==> src/rtl/jk_seq_pkg.sv <==
// Shared types and J/K excitation for the JK sequence driver.
// Optional macro JK_TOGGLE_DC_EN resolves excitation don't-cares to 1 instead of 0.
package jk_seq_pkg;

   typedef enum logic [1:0] {
      IDLE   = 2'd0,
      DRIVE  = 2'd1,
      VERIFY = 2'd2
   } state_t;

   // Returns {j, k} that moves one JK cell from q to t; a held bit gets J=K=0.
   function automatic logic [1:0] jk_excite(input logic q, input logic t, input logic mask);
      logic j;
      logic k;
      j = 1'b0;
      k = 1'b0;
      if (!mask) begin
`ifdef JK_TOGGLE_DC_EN
         j = q | t;
         k = ~(q & t);
`else
         j = ~q & t;
         k = q & ~t;
`endif
      end
      return {j, k};
   endfunction

endpackage

==> src/rtl/jk_seq_driver_jk_bit.sv <==
// Single JK flip-flop with synchronous active-high reset to 0 and clock enable.
module jk_bit (
   input  logic clk,
   input  logic rst,
   input  logic ce,
   input  logic j,
   input  logic k,
   output logic q
);

   always_ff @(posedge clk) begin
      if (rst) begin
         q <= 1'b0;
      end else if (ce) begin
         q <= (j & ~q) | (~k & q);
      end
   end

endmodule

==> src/rtl/jk_seq_driver.sv <==
// Derives J/K excitation for a WIDTH-bit JK bank from a target word, steps the bank, and verifies it.
// Optional macro JK_TOGGLE_DC_EN: don't-care excitation resolved to 1 (see jk_seq_pkg).
module jk_seq_driver
   import jk_seq_pkg::*;
#(
   parameter int unsigned WIDTH = 4,
   parameter int unsigned CNT_W = 8
) (
   input  logic             clk,
   input  logic             rst,
   input  logic             tgt_valid,
   output logic             tgt_ready,
   input  logic [WIDTH-1:0] tgt_data,
   input  logic [WIDTH-1:0] hold_mask,
   input  logic             err_clr,
   output logic [WIDTH-1:0] j_out,
   output logic [WIDTH-1:0] k_out,
   output logic [WIDTH-1:0] q,
   output logic             step_done,
   output logic [CNT_W-1:0] step_cnt,
   output logic             err
);

   state_t           state;
   state_t           state_next;
   logic             accept;
   logic             bank_ce;
   logic             mismatch;
   logic [WIDTH-1:0] tgt_reg;
   logic [WIDTH-1:0] j_next;
   logic [WIDTH-1:0] k_next;

   always_ff @(posedge clk) begin
      if (rst) begin
         state <= IDLE;
      end else begin
         state <= state_next;
      end
   end

   always_comb begin
      state_next = state;
      tgt_ready  = 1'b0;
      accept     = 1'b0;
      bank_ce    = 1'b0;
      case (state)
         IDLE: begin
            tgt_ready = 1'b1;
            accept    = tgt_valid;
            if (tgt_valid) begin
               state_next = DRIVE;
            end
         end
         DRIVE: begin
            bank_ce    = 1'b1;
            state_next = VERIFY;
         end
         VERIFY:  state_next = IDLE;
         default: state_next = IDLE;
      endcase
   end

   always_comb begin
      j_next = '0;
      k_next = '0;
      for (int unsigned i = 0; i < WIDTH; i++) begin
         {j_next[i], k_next[i]} = jk_excite(q[i], tgt_data[i], hold_mask[i]);
      end
   end

   assign mismatch = (q != tgt_reg);

   // A mismatch in VERIFY outranks err_clr in the same cycle.
   always_ff @(posedge clk) begin
      if (rst) begin
         tgt_reg   <= '0;
         j_out     <= '0;
         k_out     <= '0;
         step_done <= 1'b0;
         step_cnt  <= '0;
         err       <= 1'b0;
      end else begin
         step_done <= 1'b0;
         if (accept) begin
            tgt_reg <= tgt_data;
            j_out   <= j_next;
            k_out   <= k_next;
         end
         if (state == VERIFY) begin
            step_done <= 1'b1;
            step_cnt  <= step_cnt + CNT_W'(1);
         end
         if (state == VERIFY && mismatch) begin
            err <= 1'b1;
         end else if (err_clr) begin
            err <= 1'b0;
         end
      end
   end

   for (genvar i = 0; i < WIDTH; i++) begin : g_bank
      jk_bit u_bit (
         .clk (clk),
         .rst (rst),
         .ce  (bank_ce),
         .j   (j_out[i]),
         .k   (k_out[i]),
         .q   (q[i])
      );
   end

endmodule
==> config.mk <==
export PLATFORM = sky130hd
export DESIGN_NAME = jk_seq_driver
export DESIGN_NICKNAME = d
export VERILOG_FILES = /design/src/rtl/jk_seq_pkg.sv /design/src/rtl/jk_seq_driver_jk_bit.sv /design/src/rtl/jk_seq_driver.sv
export SDC_FILE = /design/constraint.sdc
export NUM_CORES = 1
export LEC_CHECK = 0
export CELL_PAD_IN_SITES_DETAIL_PLACEMENT = 1
export CELL_PAD_IN_SITES_GLOBAL_PLACEMENT = 1
export CORE_ASPECT_RATIO = 1.5
export CORE_UTILIZATION = 30
export CTS_BUF_LIST = sky130_fd_sc_hd__clkbuf_4 sky130_fd_sc_hd__clkbuf_8 sky130_fd_sc_hd__clkbuf_16
export DETAILED_ROUTE_END_ITERATION = 8
export GPL_TIMING_DRIVEN = 0
export PLACE_DENSITY_LB_ADDON = 0.1
export REMOVE_ABC_BUFFERS = 1
export SETUP_SLACK_MARGIN = 0.15
export SYNTH_ARGS = -nofsm -noshare
export SYNTH_HDL_FRONTEND = slang
export SYNTH_HIERARCHICAL = 1
export SYNTH_SLANG_ARGS = --single-unit
==> constraint.sdc <==
create_clock -name clk -period 1.5 [get_ports clk]
set_input_delay 0.225 -clock clk [delete_from_list [all_inputs] [get_ports clk]]
set_output_delay 0.225 -clock clk [all_outputs]
set_load 0.1 [all_outputs]
==> results of run 1 <==
## worst paths after layout
path                            cells after the start  slack [ps]                  start                    end
worst min register to register                      2         470  j_out[1]$_SDFFE_PP0P_  j_out[1]$_SDFFE_PP0P_
worst max register to register                      3         -30  state[1]$_SDFFE_PP0P_  k_out[1]$_SDFFE_PP0P_
worst min-delay path                                2         470  j_out[1]$_SDFFE_PP0P_  j_out[1]$_SDFFE_PP0P_
worst max-delay path                                3         -30  state[1]$_SDFFE_PP0P_  k_out[1]$_SDFFE_PP0P_
## logic make-up (layout without fill, tap and decap cells)
kind of cell | after synthesis | in the layout | synth area share
buffers and inverters | 7 | 53 | 0.02313
DFF | 28 | 28 | 0.4711
muxes | 5 | 5 | 0.04626
adders and majority gates | 1 | 1 | 0.01051
xor gates and xnor gates | 6 | 6 | 0.04416
AOI/OAI and AO/OA | 24 | 24 | 0.1335
and+or+nand+nor | 61 | 61 | 0.2713
## worst max-delay path, stage by stage, from the launching register on
cell and delay (ps):
dfxtp_4 360, or3b_4 450, or4b_4 500, a21oi_2 140
## per-layer routing
metal  wire length (µm)  track usage  up-vias  part of all wire
met1               1210       0.1779      546              0.39
met2               1740       0.2938       24              0.56
met4                 39      0.04737        0             0.013
li1                   -            -      544                 -
met5                  0            0        -                 0
met3                101      0.02299        5             0.033
## layout by cell type (no fill, tap or decap), drive strengths merged
cell	synthesis	final
or3b	1	1
mux2	4	4
buf	1	33
ha	1	1
xor2	4	4
nor3b	1	1
clkdlybuf4s50	0	9
mux2i	1	1
xnor2	2	2
nor4	1	1
dfxtp	28	28
nand2	17	17
or4b	4	4
nand3b	5	5
dlygate4sd2	0	1
a21oi	18	18
nor2b	7	7
o41ai	1	1
or3	1	1
clkbuf	4	7
nor3	2	2
nand4b	1	1
nand2b	1	1
nand3	5	5
nor2	14	14
inv	2	2
o21ai	1	1
a21bo	4	4
clkdlybuf4s15	0	1
nand4	1	1
## per-stage QoR
stage          cells  area, µm²  setup TNS [ps]  worst slack (ps)
4_1_cts          215       1602          -111.5            -50.79
3_5_place_dp     204       1564          -17390            -632.0
3_3_place_gp     204       1564          -17210            -627.7
2_1_floorplan    127       1170           -3598            -515.2
6_report         221       1715          -71.75            -27.31
5_1_grt          221       1715          -521.7            -70.20
## report_power, final
group	switching (mW)	internal (mW)	leakage [nW]
sequential	0.0152	0.760	0.229
combinational	0.160	0.0954	0.441
clock	0.227	0.235	0.0288
total	0.402	1.09	0.699
## layout make-up
class	instances	area [µm²]
Multi-Input combinational cell	97	661.9
Tap cell	43	53.80
Sequential cell	28	570.5
Inverter	2	7.507
Timing Repair Buffer	47	366.6
Clock buffer	4	55.05
Fill cell	460	2001
## what timing repair did
action,in CTS,in global routing
endpoints found under the setup margin,51,22
pin swaps,3,8
resized for setup,135,20
setup buffers,7,6
==> metrics.md, run 1 <==
| Metric | Value |
|---|---|
| DRT Wirelength | `3092 µm` |
| Power Dens Cells | `869.9 nW/µm²` |
| Post-synth EDFFs | `0` |
| Asr flop ratio synth | `0` |
| Total track usage | `0.1590` |
| Max-slew violations | `0` |
| CTS tree | `done` |
| Max-cap violations | `0` |
| WP data arrival | `1730 ps` |
| Drt wl/cell | `13.99 µm` |
| First-pass GRT wire length | `5037 µm` |
| Die ar. | `4227 µm²` |
| Synth unique cells | `29` |
| Synth area leaders | `dfxtp_1 47%, a21oi_1 5.9%, nand2_1 5.4%` |
| Port buffer count | `34` |
| RSZ-0062 raised after global routing | `true` |
| Endpoints failing hold | `0` |
| Final setup margin | `-27.31 ps` |
| Synthesis Warnings | `6` |
| Cell leakage power | `0.6993 nW` |
| Failing checks | `negative setup slack` |
| CTS hold repair buffers | `0` |
| Tot Pwr | `1.492 mW` |
| CP Max Fanout | `7` |
| Critical path required time | `1700 ps` |
| Clock Skew | `2.829 ps` |
| Peak supply drop | `0.0004834 V` |
| Max_slew headroom | `0.5109` |
| Endpoint type of the worst setup path | `flop` |
| Area leader, netlist | `dfxtp_1` |
| Max FFs per register | `8` |
| Crit Path Category | `flop to flop` |
| Largest net degree at the start of global routing | `33` |
| Die width | `53.42 µm` |
| Post-DR vias/cell | `5.063` |
| Clock Latency Late Sink | `270 ps` |
| Num CTS Buffers | `3` |
| Top-count cell post-synth | `dfxtp_1` |
| Part of the cycle the worst path needs | `1.018` |
| Clk root buf | `clkbuf_8` |
| Initial antenna violation count | `0` |
| HPWL after DPL | `2009 µm` |
| Core area | `3716 µm²` |
| Final setup viols | `5` |
| Post-Syn Area | `1190 µm²` |
| Post-Syn Instances | `132` |
| Syn Area/Cell | `9.014 µm²` |
| Antenna Violating Nets Remaining | `0` |
| Most frequent cells after synthesis | `28 x dfxtp_1, 17 x nand2_1, 14 x a21oi_1, 14 x nor2_1, 7 x nor2b_1` |
| Total grt overflow | `0` |
| N_diodes | `0` |
| Most flops, register | `step_cnt` |
| Seq cells post-synth | `28` |
| Max frequency | `0.6547 GHz` |
| Vias | `1119` |
| Layout Area Growth over Synthesis | `44.16%` |
| Final core utilization | `0.4616` |
| RePlAce Congestion | `0.6468` |
| Worst-Margin Slew | `733.6 ps` |
| Boundary pin count | `35` |
| Synth Flop Type | `dfxtp_1` |
| Startpoint types | `flop` |
| Clock sink count | `28` |
| Drt first pass iters | `2` |
| Sequential area share after synthesis | `0.4711` |
| Num rows | `27` |
| Max Root-Sink Buffers | `2` |
| Die Ht | `79.13 µm` |
| Via count of the first global-routing pass | `1166` |
| Min-Delay Path Class | `flop to flop` |
| Number of H-tree levels | `1` |
| Post-synth top area share | `0.4711` |
| Final #Nets | `192` |
| Residual DRC | `0` |
| Hold slack | `474.1 ps` |
| Clk slew on worst S/H paths | `90 ps` |
| Initial DRC Count | `3` |
| Initial Util | `0.3202` |
| Post-layout min period | `1527 ps` |
| Fraction of layout cells with a size suffix above 1 | `0.3764` |
| Status | `finished with violations` |
Note: power is estimated with default switching activity, not from simulation.
==> run 2, diff against run 1 <==
--- a/config.mk
+++ b/config.mk
@@ -5,6 +5,7 @@
 export SDC_FILE = /design/constraint.sdc
 export NUM_CORES = 1
 export LEC_CHECK = 0
+export ABC_AREA = 1
 export CELL_PAD_IN_SITES_DETAIL_PLACEMENT = 1
 export CELL_PAD_IN_SITES_GLOBAL_PLACEMENT = 1
 export CORE_ASPECT_RATIO = 1.5
@@ -13,7 +14,6 @@
 export DETAILED_ROUTE_END_ITERATION = 8
 export GPL_TIMING_DRIVEN = 0
 export PLACE_DENSITY_LB_ADDON = 0.1
-export REMOVE_ABC_BUFFERS = 1
 export SETUP_SLACK_MARGIN = 0.15
 export SYNTH_ARGS = -nofsm -noshare
 export SYNTH_HDL_FRONTEND = slang
==> run 2 against run 1 <==
Net effect:
- the run now ends clean
- sequential power up 0.9%
- die area rose by 6.9%
- power is 1.5% higher
- global-route usage about the same
- critical path depth is 2 lower
- clock power down 3%
- combinational power grew 12%
- clock skew increased by 3.3 ps
- non-clock buffer count shrank 10
- sequential share of layout area is 1.8 points higher
- critical path type is now flop to output port
- critical endpoint is now k_out[1]
==> metrics.md, run 2 <==
| Metric | Value |
|---|---|
| Status | `finished clean (was finished with violations)` |
| Max frequency | `0.7667 GHz (was 0.6547 GHz)` |
| RePlAce Congestion | `0.7328 (was 0.6468)` |
| Number of H-tree levels | `1 (unchanged)` |
| Synth unique cells | `21 (was 29)` |
| Max incr delay on CP | `440 ps (was 500 ps)` |
| Post-CTS Resized | `118 (was 135)` |
| Final setup margin | `195.7 ps (was -27.31 ps)` |
| Critical path required time | `1270 ps (was 1700 ps)` |
| End point of the critical path | `k_out[1] (was k_out[1]$_SDFFE_PP0P_)` |
| FF-to-FF path depth | `5 (was 3)` |
| Residual DRC | `0 (unchanged)` |
| Clk slew on worst S/H paths | `100 ps (was 90 ps)` |
| HPWL after DPL | `2503 µm (was 2009 µm)` |
| Synthesis Warnings | `6 (unchanged)` |
| CP Max Fanout | `3 (was 7)` |
| Initial antenna violation count | `0 (unchanged)` |
| Total grt overflow | `0 (unchanged)` |
| Endpoint type of the worst setup path | `output port (was flop)` |
| Antenna Violating Nets Remaining | `0 (unchanged)` |
| Worst Path Buf+Inv | `1 (was 0)` |
| Post-synth top area share | `0.4396 (was 0.4711)` |
| Tot Pwr | `1.514 mW (was 1.492 mW)` |
| Final #Nets | `224 (was 192)` |
| Cell leakage power | `0.7255 nW (was 0.6993 nW)` |
| Worst path slowest cell | `buf_2 (was or4b_4)` |
| Crit Path Category | `flop to output port (was flop to flop)` |
| Min-Delay Path Class | `input port to flop (was flop to flop)` |
| Setup Buffers After CTS | `0 (was 7)` |
| Drt wl/cell | `12.72 µm (was 13.99 µm)` |
| Max-cap violations | `0 (unchanged)` |
| First-pass GRT wire length | `5740 µm (was 5037 µm)` |
| WP data arrival | `1080 ps (was 1730 ps)` |
| Area leader, netlist | `dfxtp_1 (unchanged)` |
| Seq cells post-synth | `28 (unchanged)` |
| Max FFs per register | `8 (unchanged)` |
| Power Dens Cells | `914.2 nW/µm² (was 869.9 nW/µm²)` |
| Post-DR vias/cell | `4.761 (was 5.063)` |
| Placed cell area | `1692 µm² (was 1564 µm²)` |
| Syn_nets | `185` |
| Most frequent cells in the layout | `43 x nand2_1, 28 x nor2_1, 16 x inv_1, 16 x dfxtp_1 (was 24 x dfxtp_1, 19 x buf_4, 17 x nand2_1, 13 x nor2_1, 12 x buf_2)` |
| Max-slew violations | `0 (unchanged)` |
| Asr flop ratio synth | `0 (unchanged)` |
| Max Root-Sink Buffers | `2 (unchanged)` |
| Vias | `1214 (was 1119)` |
| Largest net degree at the start of global routing | `16 (was 33)` |
| Num CTS Buffers | `3 (unchanged)` |
| Most common cell after layout, fill and taps aside | `nand2_1 (was dfxtp_1)` |
| CTS tree | `done (unchanged)` |
| FF-to-FF setup slack | `290 ps (was -30 ps)` |
| Initial Util | `0.3192 (was 0.3202)` |
| Crit path cell chain | `buf_2 (was or3b_4 > or4b_4 > a21oi_2)` |
| Synth area leaders | `dfxtp_1 44%, nand2_1 13%, nor2_1 8.5% (was dfxtp_1 47%, a21oi_1 5.9%, nand2_1 5.4%)` |
| Multi-input gate area | `611.8 µm² (was 661.9 µm²)` |
| Part of the cycle the worst path needs | `0.8695 (was 1.018)` |
| Clk root buf | `clkbuf_8 (unchanged)` |
| Final cell count without fillers | `255 (was 221)` |
| Die Ht | `81.84 µm (was 79.13 µm)` |
| RSZ-0062 raised after global routing | `false (was true)` |
| Filler Cell Count | `516 (was 460)` |
| Layout Area Growth over Synthesis | `29.93% (was 44.16%)` |
| Design area | `1657 µm² (was 1715 µm²)` |
| Sequential area share after synthesis | `0.4396 (was 0.4711)` |
| Clock sink count | `28 (unchanged)` |
| Post-synth EDFFs | `0 (unchanged)` |
| Post-layout min period | `1304 ps (was 1527 ps)` |
| Hold slack | `370.4 ps (was 474.1 ps)` |
| Fraction of layout cells with a size suffix above 1 | `0.3095 (was 0.3764)` |
| Startpoint types | `flop (unchanged)` |
| Synth Flop Type | `dfxtp_1 (unchanged)` |
| Pre-CTS setup slack | `-338.4 ps (was -632.0 ps)` |
| Syn Area/Cell | `7.413 µm² (was 9.014 µm²)` |
| Register area | `580.6 µm² (was 570.5 µm²)` |
| Worst-Margin Slew | `488.5 ps (was 733.6 ps)` |
| RR Endpoint | `g_bank[2].u_bit/q$_SDFFE_PP0P_ (was k_out[1]$_SDFFE_PP0P_)` |
| Core area | `3994 µm² (was 3716 µm²)` |
| Top-count cell post-synth | `nand2_1 (was dfxtp_1)` |
| Max_slew headroom | `0.6766 (was 0.5109)` |
| Num rows | `28 (was 27)` |
| Die ar. | `4520 µm² (was 4227 µm²)` |
| Drt first pass iters | `3 (was 2)` |
| RR Startpoint | `state[0]$_SDFFE_PP0P_ (was state[1]$_SDFFE_PP0P_)` |
| Initial DRC Count | `11 (was 3)` |
| Peak supply drop | `0.0004975 V (was 0.0004834 V)` |
| Clock Latency Late Sink | `270 ps (about the same)` |
| Post-Syn Instances | `172 (was 132)` |
| DRT Wirelength | `3243 µm (was 3092 µm)` |
| CTS hold repair buffers | `0 (unchanged)` |
| Final setup viols | `0 (was 5)` |
| CP startpoint | `k_out[1]$_SDFFE_PP0P_ (was state[1]$_SDFFE_PP0P_)` |
| Die width | `55.23 µm (was 53.42 µm)` |
| Most flops, register | `step_cnt (unchanged)` |
| Most frequent cells after synthesis | `43 x nand2_1, 29 x nor2_1, 28 x dfxtp_1 (was 28 x dfxtp_1, 17 x nand2_1, 14 x a21oi_1, 14 x nor2_1, 7 x nor2b_1)` |
| Total track usage | `0.1589 (was 0.1590)` |
| Clock Skew | `6.134 ps (was 2.829 ps)` |
| WP depth | `1 (was 3)` |
| Worst path top cell family by delay | `buffers and inverters (was simple AND/OR/NAND/NOR gates)` |
| Cells after DPL | `251 (was 204)` |
| Port buffer count | `34 (unchanged)` |
| Via count of the first global-routing pass | `1321 (was 1166)` |
| Post-Syn Area | `1275 µm² (was 1190 µm²)` |
| N_diodes | `0 (unchanged)` |
| Endpoints failing hold | `0 (unchanged)` |
| Boundary pin count | `35 (unchanged)` |
-- run 2: cell types whose count changed in the layout (fill, tap and decap cells not counted), moves of 6 or more --
cell / previous run / this run
dfxtp_1: 24 / 16
nand2_1: 17 / 43
nor2b_1: 6 / 0
nor2_1: 13 / 28
dfxtp_2: 2 / 10
buf_4: 19 / 1
inv_1: 2 / 16
-- run 2: kinds of logic after synthesis --
| family | share of synthesized area |
|---|---|
| AND/OR/NAND/NOR | 0.3562 |
| flip-flops | 0.4396 |
| AO/OA/AOI/OAI | 0.1119 |
| buffers and inverters | 0.08243 |
| adder cells (fa/ha/maj) | 0.009812 |
-- run 2: worst min-delay path by stage --
stage | startpoint | to | cells after the start
4_1_cts | tgt_reg[1]$_SDFFE_PP0P_ | tgt_reg[1]$_SDFFE_PP0P_ | 2
3_5_place_dp | err$_SDFFE_PP0P_ | err$_SDFFE_PP0P_ | 2
6_report | rst | k_out[3]$_SDFFE_PP0P_ | 2
5_1_grt | rst | k_out[3]$_SDFFE_PP0P_ | 2
2_1_floorplan | rst | k_out[3]$_SDFFE_PP0P_ | 1
3_3_place_gp | step_cnt[6]$_SDFFE_PP0P_ | step_cnt[6]$_SDFFE_PP0P_ | 2
-- run 2: power breakdown --
part,internal (mW),switching (mW)
sequential,0.763,0.0195
clock,0.209,0.237
combinational,0.0871,0.199
total,1.06,0.456
-- run 2: per-stage QoR --
| step | setup TNS (ps) | utilization |
|---|---|---|
| final | 0 | 0.4148 |
| after global routing | 0 | 0.4148 |
| after CTS | 0 | 0.4082 |
| after detailed placement | -8535 | 0.4236 |
| after global placement | -8162 | 0.4236 |
| after floorplan | 0 | - |
-- run 2: area by class of cell --
class	count	area share
Clock buffer	4	0.02946
Multi-Input combinational cell	123	0.3693
Inverter	18	0.04305
Sequential cell	28	0.3505
Buffer	3	0.02190
Tap cell	45	0.03399
Timing Repair Buffer	34	0.1518
-- run 2: routing by layer --
metal,up-vias,routed length [µm],track usage
li1,615,-,-
met3,6,113,0.01890
met4,0,42,0.05750
met5,-,0,0
met1,567,1280,0.1596
met2,26,1807,0.3301
